--- config.mk ---
export PLATFORM = sky130hd
export DESIGN_NAME = conv_layer_seq
export DESIGN_NICKNAME = d
export VERILOG_FILES = /design/src/rtl/conv_layer_seq.sv
export SDC_FILE = /design/constraint.sdc
export NUM_CORES = 1
export LEC_CHECK = 0
export CORE_MARGIN = 1
export CORE_UTILIZATION = 50
export DETAILED_ROUTE_END_ITERATION = 8
export DONT_BUFFER_PORTS = 1
export GPL_TIMING_DRIVEN = 0
export PLACE_DENSITY = 0.74
export SYNTH_ARGS = -nofsm -noshare
export SYNTH_HDL_FRONTEND = slang
export SYNTH_SLANG_ARGS = --single-unit
--- constraint.sdc ---
create_clock -name clk -period 6.6 [get_ports clk]
set_clock_uncertainty 0.1 [all_clocks]
set_input_delay 0.66 -clock clk [delete_from_list [all_inputs] [get_ports clk]]
set_output_delay 0.66 -clock clk [all_outputs]
set_load 0.005 [all_outputs]
--- src/rtl/conv_layer_seq.sv ---
// Convolution layer sequencer: walks taps, output pixels and output planes, drives the MAC
// controls and issues delayed write strobes with their output address.
module conv_layer_seq #(
  parameter int KSIZE        = 5,
  parameter int CH_GROUPS    = 1,
  parameter int PLANE_PIX    = 784,
  parameter int OUT_PLANES   = 6,
  parameter int PLANE_STRIDE = 196,
  parameter int WRITE_DELAY  = 2,
  parameter int ADDR_W       = 16
) (
  input  logic              clk,
  input  logic              rst_n,
  input  logic              start,
  input  logic              tap_valid,
  output logic              mac_en,
  output logic              acc_clr,
  output logic [7:0]        tap_idx,
  output logic              neuron_rdy,
  output logic              write_rdy,
  output logic [ADDR_W-1:0] out_addr,
  output logic              plane_rdy,
  output logic              busy,
  output logic              done
);
  // state | meaning
  // IDLE  | waiting for start
  // RUN   | stepping taps on tap_valid
  // DRAIN | final neuron's write still in the delay pipe
  // DONE  | one cycle, done asserted
  localparam int TAPS  = CH_GROUPS * KSIZE * KSIZE;
  localparam int PIX_W = (PLANE_PIX > 1) ? $clog2(PLANE_PIX) : 1;
  localparam int PLN_W = (OUT_PLANES > 1) ? $clog2(OUT_PLANES) : 1;
  localparam int DLY_W = $clog2(WRITE_DELAY + 1);

  typedef enum logic [1:0] {IDLE, RUN, DRAIN, DONE} state_t;
  state_t state, state_nxt;

  logic [7:0]        tap_cnt;
  logic [PIX_W-1:0]  pix_cnt;
  logic [PLN_W-1:0]  plane_cnt;
  logic [ADDR_W-1:0] base;
  logic [DLY_W-1:0]  drain_cnt;

  // Stage 0 of the pipe is neuron_rdy itself; write strobes load from the last stage.
  logic [WRITE_DELAY-1:0] pv;
  logic [WRITE_DELAY-1:0] pl;
  logic [ADDR_W-1:0]      pa [WRITE_DELAY];

  logic last_tap, last_pix, last_plane, neuron_evt;

  assign last_tap   = (tap_cnt == 8'(TAPS - 1));
  assign last_pix   = (pix_cnt == PIX_W'(PLANE_PIX - 1));
  assign last_plane = (plane_cnt == PLN_W'(OUT_PLANES - 1));
  assign mac_en     = (state == RUN) && tap_valid;
  assign acc_clr    = mac_en && (tap_cnt == 8'd0);
  assign tap_idx    = tap_cnt;
  assign neuron_evt = mac_en && last_tap;
  assign neuron_rdy = pv[0];

  always_comb begin
    state_nxt = state;
    case (state)
      IDLE:    if (start) state_nxt = RUN;
      RUN:     if (neuron_evt && last_pix && last_plane) state_nxt = DRAIN;
      DRAIN:   if (drain_cnt == DLY_W'(WRITE_DELAY)) state_nxt = DONE;
      DONE:    state_nxt = IDLE;
      default: state_nxt = IDLE;
    endcase
  end

  always_ff @(posedge clk) begin
    if (!rst_n) begin
      state     <= IDLE;
      tap_cnt   <= '0;
      pix_cnt   <= '0;
      plane_cnt <= '0;
      base      <= '0;
      drain_cnt <= '0;
      pv        <= '0;
      pl        <= '0;
      for (int i = 0; i < WRITE_DELAY; i++) pa[i] <= '0;
      write_rdy <= 1'b0;
      plane_rdy <= 1'b0;
      out_addr  <= '0;
      busy      <= 1'b0;
      done      <= 1'b0;
    end else begin
      state <= state_nxt;
      busy  <= (state_nxt == RUN) || (state_nxt == DRAIN);
      done  <= (state_nxt == DONE);

      if (state == IDLE && start) begin
        tap_cnt   <= '0;
        pix_cnt   <= '0;
        plane_cnt <= '0;
        base      <= '0;
      end

      if (mac_en) begin
        if (last_tap) begin
          tap_cnt <= '0;
          if (last_pix) begin
            pix_cnt   <= '0;
            plane_cnt <= last_plane ? '0 : plane_cnt + 1'b1;
            base      <= base + ADDR_W'(PLANE_STRIDE);
          end else begin
            pix_cnt <= pix_cnt + 1'b1;
          end
        end else begin
          tap_cnt <= tap_cnt + 8'd1;
        end
      end

      drain_cnt <= (state == DRAIN) ? drain_cnt + 1'b1 : '0;

      pv[0] <= neuron_evt;
      pl[0] <= last_pix;
      pa[0] <= base + ADDR_W'(pix_cnt);
      for (int i = 1; i < WRITE_DELAY; i++) begin
        pv[i] <= pv[i-1];
        pl[i] <= pl[i-1];
        pa[i] <= pa[i-1];
      end

      write_rdy <= pv[WRITE_DELAY-1];
      plane_rdy <= pv[WRITE_DELAY-1] && pl[WRITE_DELAY-1];
      if (pv[WRITE_DELAY-1]) out_addr <= pa[WRITE_DELAY-1];
    end
  end
endmodule

Word level (Yosys, flattened, before mapping). Memory sizes are Yosys's and may differ from the RTL's. A register that Yosys moved wholly into a read port is not among the register bits. Index checks and enable logic that the tools add are counted.

Input bits: 4. Output and inout bits: 31. Bits in registers: 49. RAM bits: 32. Logic and storage cells: 68. Memories kept: 1.

Add/subtract/negate cells: 6. Equality and inequality tests: 10. Bitwise gates (word level): 2. Reductions and logical operators: 13. Muxes and demuxes: 24.

Memory list: pa (depth 2, bits a word 16, rd ports 2, clocked after memory_dff 1, write ports 2, line 48) `logic [ADDR_W-1:0] pa [WRITE_DELAY];`.

Operators with widths (count): two-way mux 16 bit (6); two-way mux 10 bit (4); two-way mux 8 bit (3); adder 16 x 10 -> 16 bit (1); adder 16 x 8 -> 16 bit, second input constant (1); two-way mux 3 bit (5); adder 10 x 1 -> 10 bit, second input constant (1); equality test 10 bit, second input constant (1); equality test 2 bit, second input constant (5); adder 8 x 1 -> 8 bit, second input constant (1); equality test 8 x 5 -> 1 bit, second input constant (1); zero test 8 bit (1); one-hot mux 2 bit (4 select lines) (1); logical AND 1 bit (7); two-way mux 2 bit (3); equality test 2 x 1 -> 1 bit, second input constant (2); adder 3 x 1 -> 3 bit, second input constant (1); equality test 3 bit, second input constant (1); adder 2 x 1 -> 2 bit, second input constant (1); zero test 2 bit (1); two-way mux 1 bit (2); OR 1 bit (2); AND reduction 2 bit (1); nonzero test 2 bit (1); 2 further kinds (2).

Logic depth before layout (Yosys ltp). Gate-level depths: netlist of run 1.

Depth after elaboration: 9. Mapped depth: 9. Gate-level depth less buffers: 8.

Worst setup path after synthesis of run 1. OpenSTA, ideal clock, no wires.

Kind: register -> register. Start: register tap_cnt[0] (netlist: tap_idx[0]). End: register base[11]. Library setup time: 72 ps. Slack: 4083 ps. Data arrival time: 2345 ps. Clock period less this slack: 2517 ps. Data required time: 6428 ps. Stages on the path, launching flop included: 9. Cell sequence: dfxtp_1 inv_1 ha_1 or4b_4 or4_4 buf_6 or3_4 nor3b_1 mux2i_1.

Longest elaborated chain between the ends: 3.

RTL lines: from (decl) (line 39) `logic [7:0] tap_cnt;`; from (signal assigned) (line 111) `tap_cnt <= tap_cnt + 8'd1;`; equality test 8 x 5 -> 1 bit (line 52) `assign last_tap = (tap_cnt == 8'(TAPS - 1));`; two-way mux 16 bit (line 101) `if (last_tap) begin`; two-way mux 16 bit (line 100) `if (mac_en) begin`; to (signal assigned) (line 106) `base <= base + ADDR_W'(PLANE_STRIDE);`; to (decl) (line 42) `logic [ADDR_W-1:0] base;`.

No other way between the ends. A chain may end at the register's enable or synchronous reset.

Worst setup path after layout of run 1.
Start: register tap_cnt[0] (netlist: tap_idx[0]). End: register busy.

Longest elaborated chain between the ends: 8. Elaborated cells on any way between the ends: 9. Classes of those cells: eq/ne (3); mux (2); reduce/logical (4).

RTL lines: equality test 8 x 5 -> 1 bit (*) (line 52); logical AND 1 bit (*) (line 58) `assign neuron_evt = mac_en && last_tap;`; logical AND 1 bit (*) (2 in a row) (line 65) `RUN: if (neuron_evt && last_pix && last_plane) state_nxt = DRAIN;`; two-way mux 2 bit (*) (line 65); one-hot mux 2 bit (4 select lines) (*) (line 63) `case (state)`; equality test 2 x 1 -> 1 bit / equality test 2 bit (equally long branches) (line 90) `busy <= (state_nxt == RUN) || (state_nxt == DRAIN);`; logical OR 1 bit (*) (line 90); to (signal assigned) (line 90); to (decl) (line 23) `output logic busy,`.

Mark *: on every way between the ends. The rest lies on a longest branch, timed or not.

==> results of run 1 <==
## sequential cells by signal, indices dropped and copies added, names as in the netlist, 3 cells and up
| signal | flops |
|---|---|
| base | 16 |
| out_addr | 16 |
| pa | 32 |
| pix_cnt | 10 |
| plane_cnt | 3 |
| tap_idx | 8 |
## power by group through the flow
stage	combinational, mW	sequential (mW)	clock [mW]
6_report	0.0311	0.588	0.394
3_3_place_gp	0.0300	0.601	0
3_5_place_dp	0.0310	0.601	0
4_1_cts	0.0312	0.588	0.400
2_1_floorplan	0.0216	0.601	0
5_1_grt	0.0350	0.588	0.426
## cells in the final DEF, fill, tap and decap left out, types with 4 or more instances in the layout
cell type / count
clkbuf_1: 12
mux2i_1: 29
a21oi_1: 22
clkbuf_8: 10
and3_1: 6
xnor2_1: 9
inv_1: 7
nor3_1: 14
a31oi_1: 4
nand4_1: 5
o211a_1: 4
xor2_1: 7
and2_1: 27
dfxtp_1: 97
o211ai_1: 4
o21ai_0: 12
ha_1: 16
a21o_1: 5
nand3_1: 17
nand2_1: 28
nor2_1: 62
nand2b_1: 6
## metal layers
layer / track usage / part of all wire / wire length (um) / up-vias
li1: - / - / - / 1579
met1: 0.249 / 0.46 / 3790 / 1469
met2: 0.334 / 0.47 / 3860 / 79
met3: 0.0350 / 0.050 / 414 / 15
met4: 0.109 / 0.024 / 195 / 0
met5: 0 / 0 / 0 / -
## cells by family (layout without fill, tap and decap cells)
kind of cell,after synthesis,count (layout),share of synthesized area
buffers and inverters,25,40,0.0250
adder cells (fa/ha/maj),17,17,0.0531
AND/OR/NAND/NOR,193,193,0.242
multiplexers,29,29,0.0700
XOR/XNOR,16,16,0.0338
flip-flops,97,97,0.468
AO/OA/AOI/OAI,68,68,0.108
## through the flow
| step | setup WS, ns | utilization | total power, mW | cells | hold slack (ns) |
|---|---|---|---|---|---|
| finish | 3.72 | 0.568 | 1.01 | 562 | 0.330 |
| global route | 3.48 | 0.568 | 1.05 | 562 | 0.331 |
| CTS | 3.72 | 0.568 | 1.02 | 562 | 0.325 |
| detailed placement | 3.75 | 0.542 | 0.632 | 547 | 0.311 |
| global placement | 3.75 | 0.542 | 0.631 | 547 | 0.302 |
| floorplan | 4.08 | - | 0.623 | 445 | 0.291 |
## final cells by class
type,count,area [sq um],area share
inverters,7,26.3,0.00587
clock buffers,10,138,0.0307
multi-input cells,323,2100,0.470
plain buffers,18,77.6,0.0173
flip-flops and latches,97,1940,0.434
well taps,102,128,0.0285
clock inverters,5,63.8,0.0143
## worst min-delay path by stage
stage | start | end | slack [ns] | cells after the start
2_1_floorplan | drain_cnt[0]$_SDFF_PN0_ | drain_cnt[0]$_SDFF_PN0_ | 0.29 | 1
3_3_place_gp | drain_cnt[0]$_SDFF_PN0_ | drain_cnt[0]$_SDFF_PN0_ | 0.30 | 1
3_5_place_dp | drain_cnt[0]$_SDFF_PN0_ | drain_cnt[0]$_SDFF_PN0_ | 0.31 | 1
4_1_cts | drain_cnt[0]$_SDFF_PN0_ | drain_cnt[0]$_SDFF_PN0_ | 0.32 | 1
5_1_grt | drain_cnt[0]$_SDFF_PN0_ | drain_cnt[0]$_SDFF_PN0_ | 0.33 | 1
6_report | drain_cnt[0]$_SDFF_PN0_ | drain_cnt[0]$_SDFF_PN0_ | 0.33 | 1
## worst max-delay path, cell delays in order (launching register included)
cell and delay [ns]:
dfxtp_1 0.36, inv_1 0.11, ha_1 0.17, or4b_4 0.49
nor4_2 0.63, nand4_1 0.23, a31o_2 0.31, ha_1 0.26
and2_1 0.15
==> results_dict.tcl, run 1 <==
set metrics [dict create \
    timing.reg2reg.setup_slack_ns 3.72 \
    synth_top_flop_cell "dfxtp_1" \
    drtAntennaViolNets 0 \
    worst_slew_pin_slew_ns 0.819 \
    drive_gt1_frac 0.0609 \
    start_util 0.526 \
    hold_buffers 0 \
    vias 3142 \
    grt_pass1_vias 2958 \
    cts_root_buf "clkbuf_8" \
    setup_viol 0 \
    netSwitchingFraction 0.228 \
    period_needed_ns 2.88 \
    power_frac_clock 0.389 \
    grt_max_degree 17 \
    ys_warn_count 0 \
    first_iter_violations 198 \
    diodes 0 \
    synth_seq_area_share 0.468 \
    cp-endpoint "busy$_SDFF_PN0_" \
    io_pins 35 \
    slew_violations 0 \
    synthDistinctLibCells 53 \
    post_dp_cell_area_sq_um 4280 \
    power_switching_mw 0.231 \
    die_h_um 93.1 \
    tritoncts "built" \
    insertion_delay_ns 0.36 \
    cts.sinks 97 \
    fin_crit_sh 0.437 \
    syn_inst 445 \
    ys_seq_elements 97 \
    rsz0062_at_grt "false" \
    cts_made_buffers 9 \
    dieArea_sq_um 8660 \
    cap_violations 0 \
    cts_max_level 3 \
    share_comb_of_total_power 0.031 \
    worst-setup-path-type "reg -> reg" \
    ctsLongestPathBuffers 2 \
    gp_congestion 0.853 \
    end_kind "flop" \
    synthToLayoutAreaGrowth_pct 7.93 \
    synth_common_cells "dfxtp_1, nor2_1, mux2i_1" \
    grt_use_total 0.202 \
    synth.most_common_cell "dfxtp_1" \
    core_sq_um 7890 \
    cp_max_fo 9 \
    synth_area_per_cell_sq_um 9.32 \
    fillers 666 \
    drc 0 \
    ctsResizeCount 0 \
    fmax_mhz 347 \
    synth_top_area_share 0.468 \
    synth_area_sq_um 4150 \
    startpoint "tap_idx[0]$_SDFFE_PN0P_" \
    timing.rr.end "busy$_SDFF_PN0_" \
    p_per_area_nw_per_um2 226 \
    pwr-share-seq 0.580 \
    fin_area_sq_um 4480 \
    relSlewSlack 0.449 \
    r2r_cells 8 \
    rows 32 \
    syn_nets 466 \
    grt-ovfl-total 0 \
    dp_hpwl_um 6020 \
    viasPerCell 5.59 \
    p_int_mw 0.781 \
    arrival_ns 3.05 \
    ir_worst_vdd_mv 0.131 \
    status "complete, no violations" \
    tns_ns 0 \
    clk_pin_slew_worst_paths_ns 0.10 \
    p_leak_nw 1.67 \
    start_kind "flop" \
    final_nets 477 \
    yosysTopAreaCell "dfxtp_1" \
    grt_pass1_wl_um 13700 \
    antenna_found_initial 0 \
    r2r_start "tap_idx[0]$_SDFFE_PN0P_" \
    hold_viol_final 0 \
    portBuffers 0 \
    wl_per_cell_um 14.7 \
    drt_wl_total_um 8260 \
    hold_class "reg -> reg" \
    required_ns 6.77 \
    synth_edf_count 0 \
    post_cts_buffers 0 \
    drt_first_pass_iters 4 \
    yosys-top-cells-area "dfxtp_1, mux2i_1, nor2_1" \
    async_reset_ff_frac 0 \
    die_w_um 93.1 \
]
Power figures use the tool's default switching activity.
==> run 2: changes to the inputs <==
--- a/config.mk
+++ b/config.mk
@@ -10,7 +10,7 @@
 export DETAILED_ROUTE_END_ITERATION = 8
 export DONT_BUFFER_PORTS = 1
 export GPL_TIMING_DRIVEN = 0
-export PLACE_DENSITY = 0.74
+export PLACE_DENSITY = 0.77
 export SYNTH_ARGS = -nofsm -noshare
 export SYNTH_HDL_FRONTEND = slang
 export SYNTH_SLANG_ARGS = --single-unit
==> constraint.sdc (replaced) <==
create_clock -name clk -period 2.36 [get_ports clk]
set_clock_uncertainty 0.1 [all_clocks]
set_input_delay 0.236 -clock clk [delete_from_list [all_inputs] [get_ports clk]]
set_output_delay 0.236 -clock clk [all_outputs]
set_load 0.005 [all_outputs]
==> run 2 against run 1 <==
Compared with the run above:
- the flow now finishes with violations (setup timing)
- global-route usage is 1.9 points higher
- hold slack worse by 0.20 ns
- first-iteration DRC count fell by 10%
- combinational power rose to 3.2 times the previous value
- die area is the same
- setup slack lost 3.9 ns
- via count is 5.1% higher
- wire length up 11%
- critical path depth is the same
- highest routed layer unchanged
==> results_dict.tcl, run 2 (synthesized netlist as in run 1, its figures left out) <==
set metrics [dict create \
    diodes 0 \
    cap_violations 0 \
    ctsLongestPathBuffers 2 \
    hold_class "in -> reg" \
    drtAntennaViolNets 0 \
    setup_viol 22 \
    p_leak_nw 1.83 \
    fillers 627 \
    cts.sinks 97 \
    path_cells "inv_4 > ha_4 > or4b_4 > or4_4 > buf_6 > nor4b_4 > nor2b_4 > mux2i_1" \
    core_sq_um 7890 \
    grt-ovfl-total 0 \
    gp_congestion 0.848 \
    cp_max_fo 5 \
    drive_gt1_frac 0.167 \
    fin_hold_ws_ns 0.128 \
    grt_use_total 0.221 \
    critPathTopFamily "simple AND/OR/NAND/NOR gates" \
    slew_violations 0 \
    cts_made_buffers 9 \
    worst_slew_pin_slew_ns 0.921 \
    required_ns 2.56 \
    ir_worst_vdd_mv 0.409 \
    drt_wl_total_um 9200 \
    layout_common_cells "dfxtp_1, nor2_1, mux2i_1" \
    largest_reg_flops 32 \
    worst-setup-path-type "reg -> reg" \
    power_frac_clock 0.396 \
    first_iter_violations 178 \
    rsz0062_at_grt "true" \
    hold_viol_final 0 \
    pwr-share-seq 0.569 \
    drt_first_pass_iters 4 \
    largest_register "pa" \
    share_comb_of_total_power 0.035 \
    status "finished, violations left" \
    relSlewSlack 0.382 \
    start_kind "flop" \
    cts_max_level 3 \
    max_stage_delay_ns 0.50 \
    tritoncts "built" \
    grt.busiest_layer "met2" \
    grt_use_met2 0.360 \
    dp_hpwl_um 6010 \
    final_nets 496 \
    layout.cells.non_filler 582 \
    final_common_cell "dfxtp_1" \
    fmax_mhz 396 \
    fin_crit_sh 1.07 \
    grt_pass1_wl_um 15100 \
    reg_top3 "pa: 32 flops, base: 16 flops, out_addr: 16 flops" \
    die_w_um 93.1 \
    grt_use_met1 0.273 \
    cts_root_buf "clkbuf_8" \
    end_kind "flop" \
    startpoint "tap_idx[0]$_SDFFE_PN0P_" \
    seqCellArea_sq_um 1950 \
    place_inst 547 \
    dieArea_sq_um 8660 \
    synthToLayoutAreaGrowth_pct 17.4 \
    multiInputGateArea_sq_um 2290 \
    clk_pin_slew_worst_paths_ns 0.10 \
    crit_slowest_cell "or4_4" \
    rows 32 \
    drc 0 \
    period_needed_ns 2.53 \
    die_h_um 93.1 \
    grt_use_met3 0.0447 \
    io_pins 35 \
    netSwitchingFraction 0.238 \
    wl_per_cell_um 15.8 \
    p_per_area_nw_per_um2 592 \
    grt_pass1_vias 3201 \
    portBuffers 0 \
    insertion_delay_ns 0.37 \
    vias 3302 \
    setup_ws_ns -0.168 \
    cp.buffers_inverters 2 \
    violations "setup timing" \
    grt_max_degree 18 \
    power_switching_mw 0.686 \
    p_int_mw 2.20 \
    r2r_start "tap_idx[0]$_SDFFE_PN0P_" \
    viasPerCell 5.67 \
    start_util 0.526 \
    min_from "rst_n" \
    antenna_found_initial 0 \
    arrival_ns 2.73 \
]
==> run 2: changes by cell type in the layout (fill, tap and decap cells not counted), moves of 3 or more <==
cell,change
nor3_4,+3
nor3_1,-4
buf_4,+14
a21oi_2,+3
a21oi_1,-3
dfxtp_1,-3
buf_6,+6
==> run 2: per-layer routing <==
layer  up-vias  wire length (um)
met5         -                 0
met4         0               222
met3        22               495
met2       102              4500
met1      1551              3980
li1       1627                 -
==> run 2: timing repair <==
item	in CTS	in global routing
endpoints found under the hold margin	1	0
buffers inserted	11	7
setup endpoints to repair	30	41
pin swaps	11	15
gates cloned	1	0
gates resized for setup	26	25
hold buffers	1	0
==> run 2: metrics by stage <==
stage / total power [mW] / util / worst slack (ns) / setup TNS (ns) / area [sq um]
after global routing: 2.97 / 0.617 / -0.239 / -3.61 / 4870
after floorplan: 1.74 / - / -0.0999 / -0.228 / 4190
after CTS: 2.88 / 0.600 / -0.230 / -3.52 / 4730
after detailed placement: 1.77 / 0.547 / -0.236 / -4.13 / 4320
after global placement: 1.77 / 0.547 / -0.233 / -3.88 / 4320
final: 2.88 / 0.617 / -0.168 / -1.83 / 4870
==> run 2: final cells by class <==
type                    instances  share of cell area
clock inverters                 6              0.0152
plain buffers                  17              0.0172
well taps                     102              0.0262
flip-flops and latches         97               0.401
repair buffers                 20              0.0352
clock buffers                  10              0.0283
multi-input cells             323               0.471
inverters                       7             0.00642
==> run 2: final timing paths <==
kind                                                 to  slack (ns)  cells after the start
worst max register to register      base[14]$_SDFF_PN0_       -0.17                      8
worst max-delay path                base[14]$_SDFF_PN0_       -0.17                      8
worst min-delay path            drain_cnt[1]$_SDFF_PN0_        0.13                      3
worst min register to register  drain_cnt[0]$_SDFF_PN0_        0.32                      1
==> run 2: tightest hold or removal path: cells and delay by family <==
kind / cells / cell delay, ns
AND/OR/NAND/NOR: 2 / 0.20
buffers and inverters: 1 / 0.13
==> run 2: power groups by stage <==
stage                     registers, mW  logic (mW)  clock network (mW)
final                              1.64      0.0999                1.14
after global routing               1.64       0.110                1.22
after CTS                          1.64      0.0955                1.14
after detailed placement           1.68      0.0870                   0
after global placement             1.68      0.0846                   0
after floorplan                    1.68      0.0614                   0
